**config.mk**
```make
export PLATFORM = sky130hd
export DESIGN_NAME = mul_job_ctrl
export DESIGN_NICKNAME = d
export VERILOG_FILES = /design/src/rtl/mul_pkg.sv /design/src/rtl/mul_operand_fifo.sv /design/src/rtl/mul_job_ctrl.sv
export SDC_FILE = /design/constraint.sdc
export NUM_CORES = 1
export LEC_CHECK = 0
export CORE_ASPECT_RATIO = 0.8
export CORE_MARGIN = 10
export CORE_UTILIZATION = 40
export DETAILED_ROUTE_END_ITERATION = 7
export PLACE_DENSITY = 0.73
export SLEW_MARGIN = 5
export SYNTH_ARGS = -nofsm -noshare
export SYNTH_HDL_FRONTEND = slang
export SYNTH_SLANG_ARGS = --single-unit
```
**constraint.sdc**
```tcl
create_clock -name clk -period 6 [get_ports clk]
set_clock_uncertainty 0.2 [all_clocks]
set_input_delay 0.6 -clock clk [delete_from_list [all_inputs] [get_ports clk]]
set_output_delay 0.6 -clock clk [all_outputs]
set_load 0.005 [all_outputs]
```
**src/rtl/mul_pkg.sv**
```systemverilog
// Shared types and constants for the multiplier job sequencer.
package mul_pkg;
  localparam int MUL_W = 16;

  typedef enum logic [1:0] {
    IDLE  = 2'd0,
    ISSUE = 2'd1,
    WAIT  = 2'd2,
    HOLD  = 2'd3
  } state_t;

  // A timed-out job reports a product of all ones.
  localparam logic TIMEOUT_FILL = 1'b1;
endpackage

```
**src/rtl/mul_operand_fifo.sv**
```systemverilog
// Operand-pair FIFO. Pointers carry one extra bit so that full and empty
// can be told apart when the index bits match.
module mul_operand_fifo #(
  parameter int DW    = 32,
  parameter int DEPTH = 2
) (
  input  logic          clk,
  input  logic          rst_n,
  input  logic          push,
  input  logic [DW-1:0] push_data,
  input  logic          pop,
  output logic [DW-1:0] head,
  output logic          full,
  output logic          empty
);
  localparam int AW = $clog2(DEPTH);
  localparam logic [AW:0] PTR_ONE = (AW+1)'(1);

  logic [AW:0]   wr_ptr;
  logic [AW:0]   rd_ptr;
  logic [DW-1:0] mem [DEPTH];

  always_ff @(posedge clk or negedge rst_n) begin
    if (!rst_n) begin
      wr_ptr <= '0;
      rd_ptr <= '0;
    end else begin
      if (push && !full) wr_ptr <= wr_ptr + PTR_ONE;
      if (pop && !empty) rd_ptr <= rd_ptr + PTR_ONE;
    end
  end

  always_ff @(posedge clk) begin
    if (push && !full) mem[wr_ptr[AW-1:0]] <= push_data;
  end

  assign head  = mem[rd_ptr[AW-1:0]];
  assign empty = (wr_ptr == rd_ptr);
  assign full  = (wr_ptr[AW] != rd_ptr[AW]) && (wr_ptr[AW-1:0] == rd_ptr[AW-1:0]);
endmodule

```
**src/rtl/mul_job_ctrl.sv**
```systemverilog
// Sequencer in front of the sequential multiplier: buffers operand pairs,
// issues one job at a time, and presents each product over valid/ready.
//
//   state | meaning
//   IDLE  | nothing in flight; pop the FIFO head when one is present
//   ISSUE | mul_start pulse, watchdog armed
//   WAIT  | operands held, waiting for mul_done or watchdog expiry
//   HOLD  | out_valid high until out_ready; may pop the next job in the accept cycle
module mul_job_ctrl
  import mul_pkg::*;
#(
  parameter int W          = MUL_W,
  parameter int FIFO_DEPTH = 2,
  parameter int TIMEOUT    = 64
) (
  input  logic           clk,
  input  logic           rst_n,
  input  logic           in_valid,
  output logic           in_ready,
  input  logic [W-1:0]   in_multiplicand,
  input  logic [W-1:0]   in_multiplier,
  output logic           mul_start,
  output logic [W-1:0]   mul_multiplicand,
  output logic [W-1:0]   mul_multiplier,
  input  logic           mul_done,
  input  logic [2*W-1:0] mul_product,
  output logic           out_valid,
  input  logic           out_ready,
  output logic [2*W-1:0] out_product,
  output logic           busy,
  output logic           timeout_err
);
  localparam int CW = $clog2(TIMEOUT);

  state_t          state;
  logic [CW-1:0]   wd_cnt;
  logic            rdy_en;
  logic            fifo_full;
  logic            fifo_empty;
  logic            fifo_pop;
  logic            head_zero;
  logic [2*W-1:0]  fifo_head;

  // rdy_en keeps in_ready low while reset is asserted.
  assign in_ready  = rdy_en && !fifo_full;
  assign fifo_pop  = !fifo_empty && ((state == IDLE) || ((state == HOLD) && out_ready));
  assign head_zero = (fifo_head[2*W-1:W] == '0) || (fifo_head[W-1:0] == '0);
  assign busy      = (state != IDLE) || !fifo_empty;

  mul_operand_fifo #(
    .DW    (2*W),
    .DEPTH (FIFO_DEPTH)
  ) u_fifo (
    .clk       (clk),
    .rst_n     (rst_n),
    .push      (in_valid && in_ready),
    .push_data ({in_multiplicand, in_multiplier}),
    .pop       (fifo_pop),
    .head      (fifo_head),
    .full      (fifo_full),
    .empty     (fifo_empty)
  );

  always_ff @(posedge clk or negedge rst_n) begin
    if (!rst_n) begin
      state            <= IDLE;
      wd_cnt           <= '0;
      rdy_en           <= 1'b0;
      mul_start        <= 1'b0;
      mul_multiplicand <= '0;
      mul_multiplier   <= '0;
      out_valid        <= 1'b0;
      out_product      <= '0;
      timeout_err      <= 1'b0;
    end else begin
      rdy_en    <= 1'b1;
      mul_start <= 1'b0;
      if (fifo_pop) begin
        mul_multiplicand <= fifo_head[2*W-1:W];
        mul_multiplier   <= fifo_head[W-1:0];
      end
      case (state)
        IDLE, HOLD: begin
          // IDLE and an accepted HOLD share the pop/evaluate path.
          if ((state == IDLE) || out_ready) begin
            out_valid <= 1'b0;
            if (fifo_pop) begin
              if (head_zero) begin
                out_product <= '0;
                out_valid   <= 1'b1;
                state       <= HOLD;
              end else begin
                mul_start <= 1'b1;
                state     <= ISSUE;
              end
            end else begin
              state <= IDLE;
            end
          end
        end
        ISSUE: begin
          wd_cnt <= CW'(TIMEOUT - 1);
          state  <= WAIT;
        end
        WAIT: begin
          if (mul_done) begin
            out_product <= mul_product;
            out_valid   <= 1'b1;
            state       <= HOLD;
          end else if (wd_cnt == '0) begin
            timeout_err <= 1'b1;
            out_product <= {(2*W){TIMEOUT_FILL}};
            out_valid   <= 1'b1;
            state       <= HOLD;
          end else begin
            wd_cnt <= wd_cnt - CW'(1);
          end
        end
        default: state <= IDLE;
      endcase
    end
  end
endmodule

```
## Yosys cells after proc, flatten, opt, wreduce, memory -nomap -nowiden

Memories as Yosys holds them, arrays and structs flattened.
Index checks and enable logic that the tools add are counted.

| word-level totals | value |
|---|---|
| memories kept | 1 |
| output and inout bits | 69 |
| register bits | 80 |
| logic and storage cells | 81 |
| bits in writable memories | 64 |

| operators by class | value |
|---|---|
| add/sub/neg operators | 3 |
| bitwise operators | 1 |
| reductions and logical operators | 26 |
| equality and inequality tests | 12 |
| mux-type cells | 27 |

Memories:

| name | depth | width | rd ports | clocked after Yosys merged registers in | write ports | line | RTL |
|---|---|---|---|---|---|---|---|
| u_fifo.mem | 2 | 32 | 1 | 0 | 1 | mul_operand_fifo.sv:21 | `logic [DW-1:0] mem [DEPTH];` |

Operators by type and width:

| operator | number |
|---|---|
| $mux 32 | 5 |
| $pmux 32 s2 | 1 |
| $logic_not 16->1 | 2 |
| $mux 6 | 2 |
| $pmux 6 s2 | 1 |
| $mux 1 | 11 |
| $mux 2 | 5 |
| $reduce_and 3->1 | 3 |
| $ne 2x2->1 const B | 4 |
| $logic_and 1x1->1 | 7 |
| $logic_not 6->1 | 1 |
| $pmux 2 s3 | 1 |
| $reduce_bool 2->1 | 3 |
| $sub 6x1->6 const B | 1 |
| $reduce_and 5->1 | 1 |
| $add 2x1->2 const B | 2 |
| $eq 2x2->1 const B | 2 |
| $logic_or 1x1->1 | 4 |
| $ne 3x3->1 const B | 1 |
| $eq 2x1->1 const B | 1 |
| $eq 2x2->1 | 1 |
| $logic_not 1->1 | 2 |
| $logic_not 2->1 | 1 |
| $ne 2x1->1 const B | 1 |
| other kinds (6) | 6 |

## Longest topological paths before layout

| logic depth | value |
|---|---|
| word-level depth | 8 |
| depth in mapped cells | 9 |

## Hierarchy

A second synthesis with hierarchy kept.

| second synthesis, totals | value |
|---|---|
| cells, all modules | 414 |
| area, all modules | 5,990.7 um^2 |

Modules (own cells, without submodules):

| module | area an instance (um^2) | times used | cells each |
|---|---|---|---|
| mul_job_ctrl | 3,424.5 | 1 | 287 |
| mul_operand_fifo | 2,566.2 | 1 | 127 |

## Worst setup path after synthesis

OpenSTA, ideal clock, no wires.

| timing | value |
|---|---|
| path kind | register to register |
| from | register u_fifo.rd_ptr[0] |
| to | memory u_fifo.mem[0][0] (enable) |
| data required time | 5.379 ns |
| arrival time | 2.463 ns |
| period minus slack after synthesis | 3.084 ns |
| stages on the path, launching flop included | 6 |
| setup time | 0.421 ns |
| path slack | 2.916 ns |
| cell sequence | dfrtp_1 > xor2_1 > inv_1 > a21boi_0 > nand2_1 > nor2_1 |

| between the ends | value |
|---|---|
| word-level cells in the longest chain between the ends | 8 |

Ends and longest elaborated chain:

| what | line | RTL |
|---|---|---|
| start, declared | mul_operand_fifo.sv:20 | `logic [AW:0] rd_ptr;` |
| start signal, assigned | mul_operand_fifo.sv:29 | `if (pop && !empty) rd_ptr <= rd_ptr + PTR_ONE;` |
| $eq 1x1->1 | mul_operand_fifo.sv:39 | `assign full = (wr_ptr[AW] != rd_ptr[AW]) && (wr_ptr[AW-1:0] == rd_ptr[AW-1:0]);` |
| $logic_and 1x1->1 | mul_operand_fifo.sv:39 |  |
| $logic_not 1->1 | mul_job_ctrl.sv:45 | `assign in_ready = rdy_en && !fifo_full;` |
| $logic_and 1x1->1 | mul_job_ctrl.sv:45 |  |
| via in_ready | mul_job_ctrl.sv:19 | `output logic in_ready,` |
| $logic_and 1x1->1 | mul_job_ctrl.sv:56 | `.push (in_valid && in_ready),` |
| $logic_and 1x1->1 | mul_operand_fifo.sv:34 | `if (push && !full) mem[wr_ptr[AW-1:0]] <= push_data;` |
| $mux 1 | mul_operand_fifo.sv:34 |  |
| $mux 1 (implied by the code) | mul_operand_fifo.sv:34 |  |
| end, declared | mul_operand_fifo.sv:21 |  |

The timed path passes the listed nets, and every way through them passes these cells.

## Worst setup path in the final report

| timing | value |
|---|---|
| from | register state[0] |
| to | register out_product[25] |

| between the ends | value |
|---|---|
| word-level cells in the longest chain between the ends | 6 |

Ends and longest elaborated chain:

| what | line | RTL |
|---|---|---|
| start, declared | mul_job_ctrl.sv:35 | `state_t state;` |
| start signal, assigned | mul_job_ctrl.sv:66 | `state <= IDLE;` |
| start signal, assigned | mul_job_ctrl.sv:91 | `state <= HOLD;` |
| start signal, assigned | mul_job_ctrl.sv:94 | `state <= ISSUE;` |
| $eq 2x2->1 | mul_job_ctrl.sv:46, mul_job_ctrl.sv:82 |  |
| $logic_and 1x1->1 | mul_job_ctrl.sv:46 | `assign fifo_pop = !fifo_empty && ((state == IDLE) \|\| ((state == HOLD) && out_ready));` |
| $logic_or 1x1->1 | mul_job_ctrl.sv:46 |  |
| $logic_and 1x1->1 | mul_job_ctrl.sv:46 |  |
| $ne 2x1->1 (no source line) | -- |  |
| $reduce_and 5->1 (no source line) | -- |  |
| end signal, assigned | mul_job_ctrl.sv:107 | `out_product <= mul_product;` |
| end signal, assigned | mul_job_ctrl.sv:112 | `out_product <= {(2*W){TIMEOUT_FILL}};` |
| end, declared | mul_job_ctrl.sv:29 | `output logic [2*W-1:0] out_product,` |

Parallel ways exist; a longest one is shown, timed or not.
A chain may end at the register's enable or synchronous reset.

==> reports/metrics.yaml <==
outcome:
  status: "completed"
critical_path:
  critPathKind: "flop to flop"
  reg2reg_depth: 8
  critPathSlowestCell: "ha_1"
  crit_cells: 8
  cp_num_buf_inv: 2
  cp-start-kind: "flop"
  worst_ep_required_time_ns: 6.13
  cp_top_family: "adder cells"
  critPathArrivalTime_ns: 3.56
  r2r-start: "state[0]"
  r2r-end: "out_product[25]"
  r2r_setup_slack_ns: 2.57
  crit_path_cell_trace: "inv_1 -> ha_1 -> nand2b_1 -> a21oi_1 -> nor2_2 -> o211ai_4 -> buf_4 -> mux2i_1"
  crit_path_max_fanout: 39
  endpoint_kind: "flop"
  cpPeakStageDelay_ns: 0.87
grt:
  antenna_found_initial: 0
  grt_max_degree: 81
  grt.total_usage_pct: 14.3
  grt_pass1_wl_mm: 22.5
  grt_pass1_vias: 4275
  overflow: 0
sta:
  hold_viol_final: 0
  maxSlewViolCount: 0
  worst_pin_slew_ns: 1.07
  rsz0062_at_grt: "false"
  fmax_mhz: 292
  fin_crit_sh_pct: 57.2
  slew_headroom_pct: 28.7
  setup_viol: 0
  setup_tns_ns: 0
  fin_crit_ns: 3.43
die:
  rows: 39
  fp.dieW_um: 155
  core_sq_um: 14300
  dieHeight_um: 128
  ios: 138
  dieArea_sq_um: 19900
  initial_core_util_pct: 40.9
route:
  drt_iter0_markers: 233
  wl_mm: 14.2
  vias_per_cell: 5.07
  routed-via-count: 3992
  dr.pass1.iters: 5
  final_antenna_net_count: 0
  wl_per_cell_um: 18.0
  drc: 0
min_path:
  hp-class: "primary input to asynchronous set/reset pin"
power_and_ir_drop:
  p_int_mw: 2.77
  switching_share_pct: 33.5
  seq_power_share_pct: 36.2
  peakVddDrop_mv: 0.281
  power.net_switching_mw: 1.39
  share_comb_of_total_power_pct: 37.7
  pwr-share-clk_pct: 26.1
  leakage_nw: 3.28
  p_per_area_nw_per_um2: 521
clock_network:
  cts_resized: 0
  clk-insertion-delay-late_ns: 0.42
  htree_levels: 4
  post_cts_buffers: 0
  cts_sinks: 144
  clk_pin_slew_worst_paths_ns: 0.06
  cts_hold_buf: 0
  cts_buffer_depth: 2
  cts_made_buffers: 17
  root_buffer: "clkbuf_16"
  cts_tree: "done"
synth:
  synth_area_leader_cell: "dfrtp_1"
  synth_top_area_share_pct: 34.1
  syn_avg_cell_area_sq_um: 13.0
  syn-num-nets: 527
  synth-seq-cells: 144
  synth_area_leaders: "dfrtp_1 34%, edfxtp_1 33%, mux2i_1 11%, a21oi_1 3.3%, o21ai_0 2.9%"
  synth_cell_types: 38
  synth_warnings: 0
  ys_seq_area_share_pct: 66.9
  syn_inst: 452
  synth_area_sq_um: 5860
cells_and_area:
  nNetsFinal: 665
  area_delta_synth_final_pct: 36.4
  diodes: 0
  drive_gt1_share_pct: 7.13
  instances_no_fill: 787
  layout_common_cells: "136 x clkdlybuf4s50_1, 79 x dfrtp_1, 65 x mux2i_1"
  layout_commonest_cell: "clkdlybuf4s50_1"
placed_design:
  io_buffers: 137
  gp_congestion: 0.812
  dp_cells: 755
  dpl.hpwl_mm: 9.78
flow_run:
  max-cap-violations: 0
## sequential cells by signal, indices dropped and copies added, names as in the netlist
signal and count:
mul_multiplicand 16, out_valid 1, mul_multiplier 16, wd_cnt 6, timeout_err 1, u_fifo.mem 64, u_fifo.wr_ptr 2, rdy_en 1
mul_start 1, out_product 32, state 2, u_fifo.rd_ptr 2
## cell families (layout without fill, tap and decap cells)
kind of cell    after synthesis  in the layout  synth area share (%)
flops                       144            144                  66.9
xor+xnor                     10             10                  1.49
fa+ha+maj                     6              6                  1.28
other cells                   1              1                0.0639
compound gates               81             81                  7.75
simple gates                 84             84                  6.91
buf+inv                      60            211                  4.31
mux                          66             66                  11.3
## Yosys cell counts (all sizes together)
cell and number:
nand4 3, clkbuf 12, or4b 1, nand2 10, nand2b 4, nor4 13
dfrtp 80, a21boi 1, nand3 2, inv 38, mux2 1, o21ba 1
mux2i 65, and3 1, nor2b 1, o22ai 1, o21ai 34, nor3 7
or4 1, o211ai 1, buf 10, conb 1, a21oi 40, nor2 40
a41o 1, xor2 8, nor4b 1, a41oi 1, ha 6, edfxtp 64
xnor2 2, o22a 1
## metrics by stage
| step | hold slack, ns | setup WS, ns | power (mW) | utilization [%] | cell area (sq um) |
|---|---|---|---|---|---|
| 2_1_floorplan | 0.104 | 2.92 | 2.44 | - | 5860 |
| 3_3_place_gp | 0.276 | 2.76 | 3.05 | 51.5 | 7390 |
| 3_5_place_dp | 0.277 | 2.56 | 3.12 | 51.5 | 7390 |
| 4_1_cts | 0.215 | 2.55 | 4.23 | 55.8 | 8000 |
| 5_1_grt | 0.251 | 2.20 | 4.45 | 55.8 | 8000 |
| 6_report | 0.188 | 2.57 | 4.17 | 55.8 | 8000 |
## how the worst max path moves through the flow
stage	from	to	slack (ns)
2_1_floorplan	u_fifo.rd_ptr[0]	u_fifo.mem[0][0]	2.92
3_3_place_gp	state[0]	out_product[6]	2.76
3_5_place_dp	state[0]	out_product[25]	2.56
4_1_cts	state[0]	out_product[25]	2.55
5_1_grt	state[0]	out_product[25]	2.20
6_report	state[0]	out_product[25]	2.57
## final cells by class
class / instances / area, sq um
Fill cell: 1179 / 6350
Sequential cell: 144 / 3930
Multi-Input combinational cell: 248 / 1700
Timing Repair Buffer: 141 / 1400
Clock inverter: 14 / 178
Clock buffer: 18 / 429
Tap cell: 184 / 230
Inverter: 38 / 143
## power groups by stage
stage / registers, mW / clock network, mW / logic [mW]
3_5_place_dp: 1.52 / 0 / 1.59
3_3_place_gp: 1.51 / 0 / 1.54
4_1_cts: 1.51 / 1.11 / 1.61
6_report: 1.51 / 1.09 / 1.57
2_1_floorplan: 1.51 / 0 / 0.933
5_1_grt: 1.54 / 1.16 / 1.75
## routing by layer
layer | GRT usage (%) | up-vias | share of wire, %
met5 | 0 | - | 0
met3 | 6.57 | 10 | 10
met2 | 22.1 | 162 | 45
li1 | - | 1870 | -
met1 | 17.8 | 1950 | 44
met4 | 3.96 | 0 | 0.84
No activity file was read; power rests on OpenSTA's default activity.
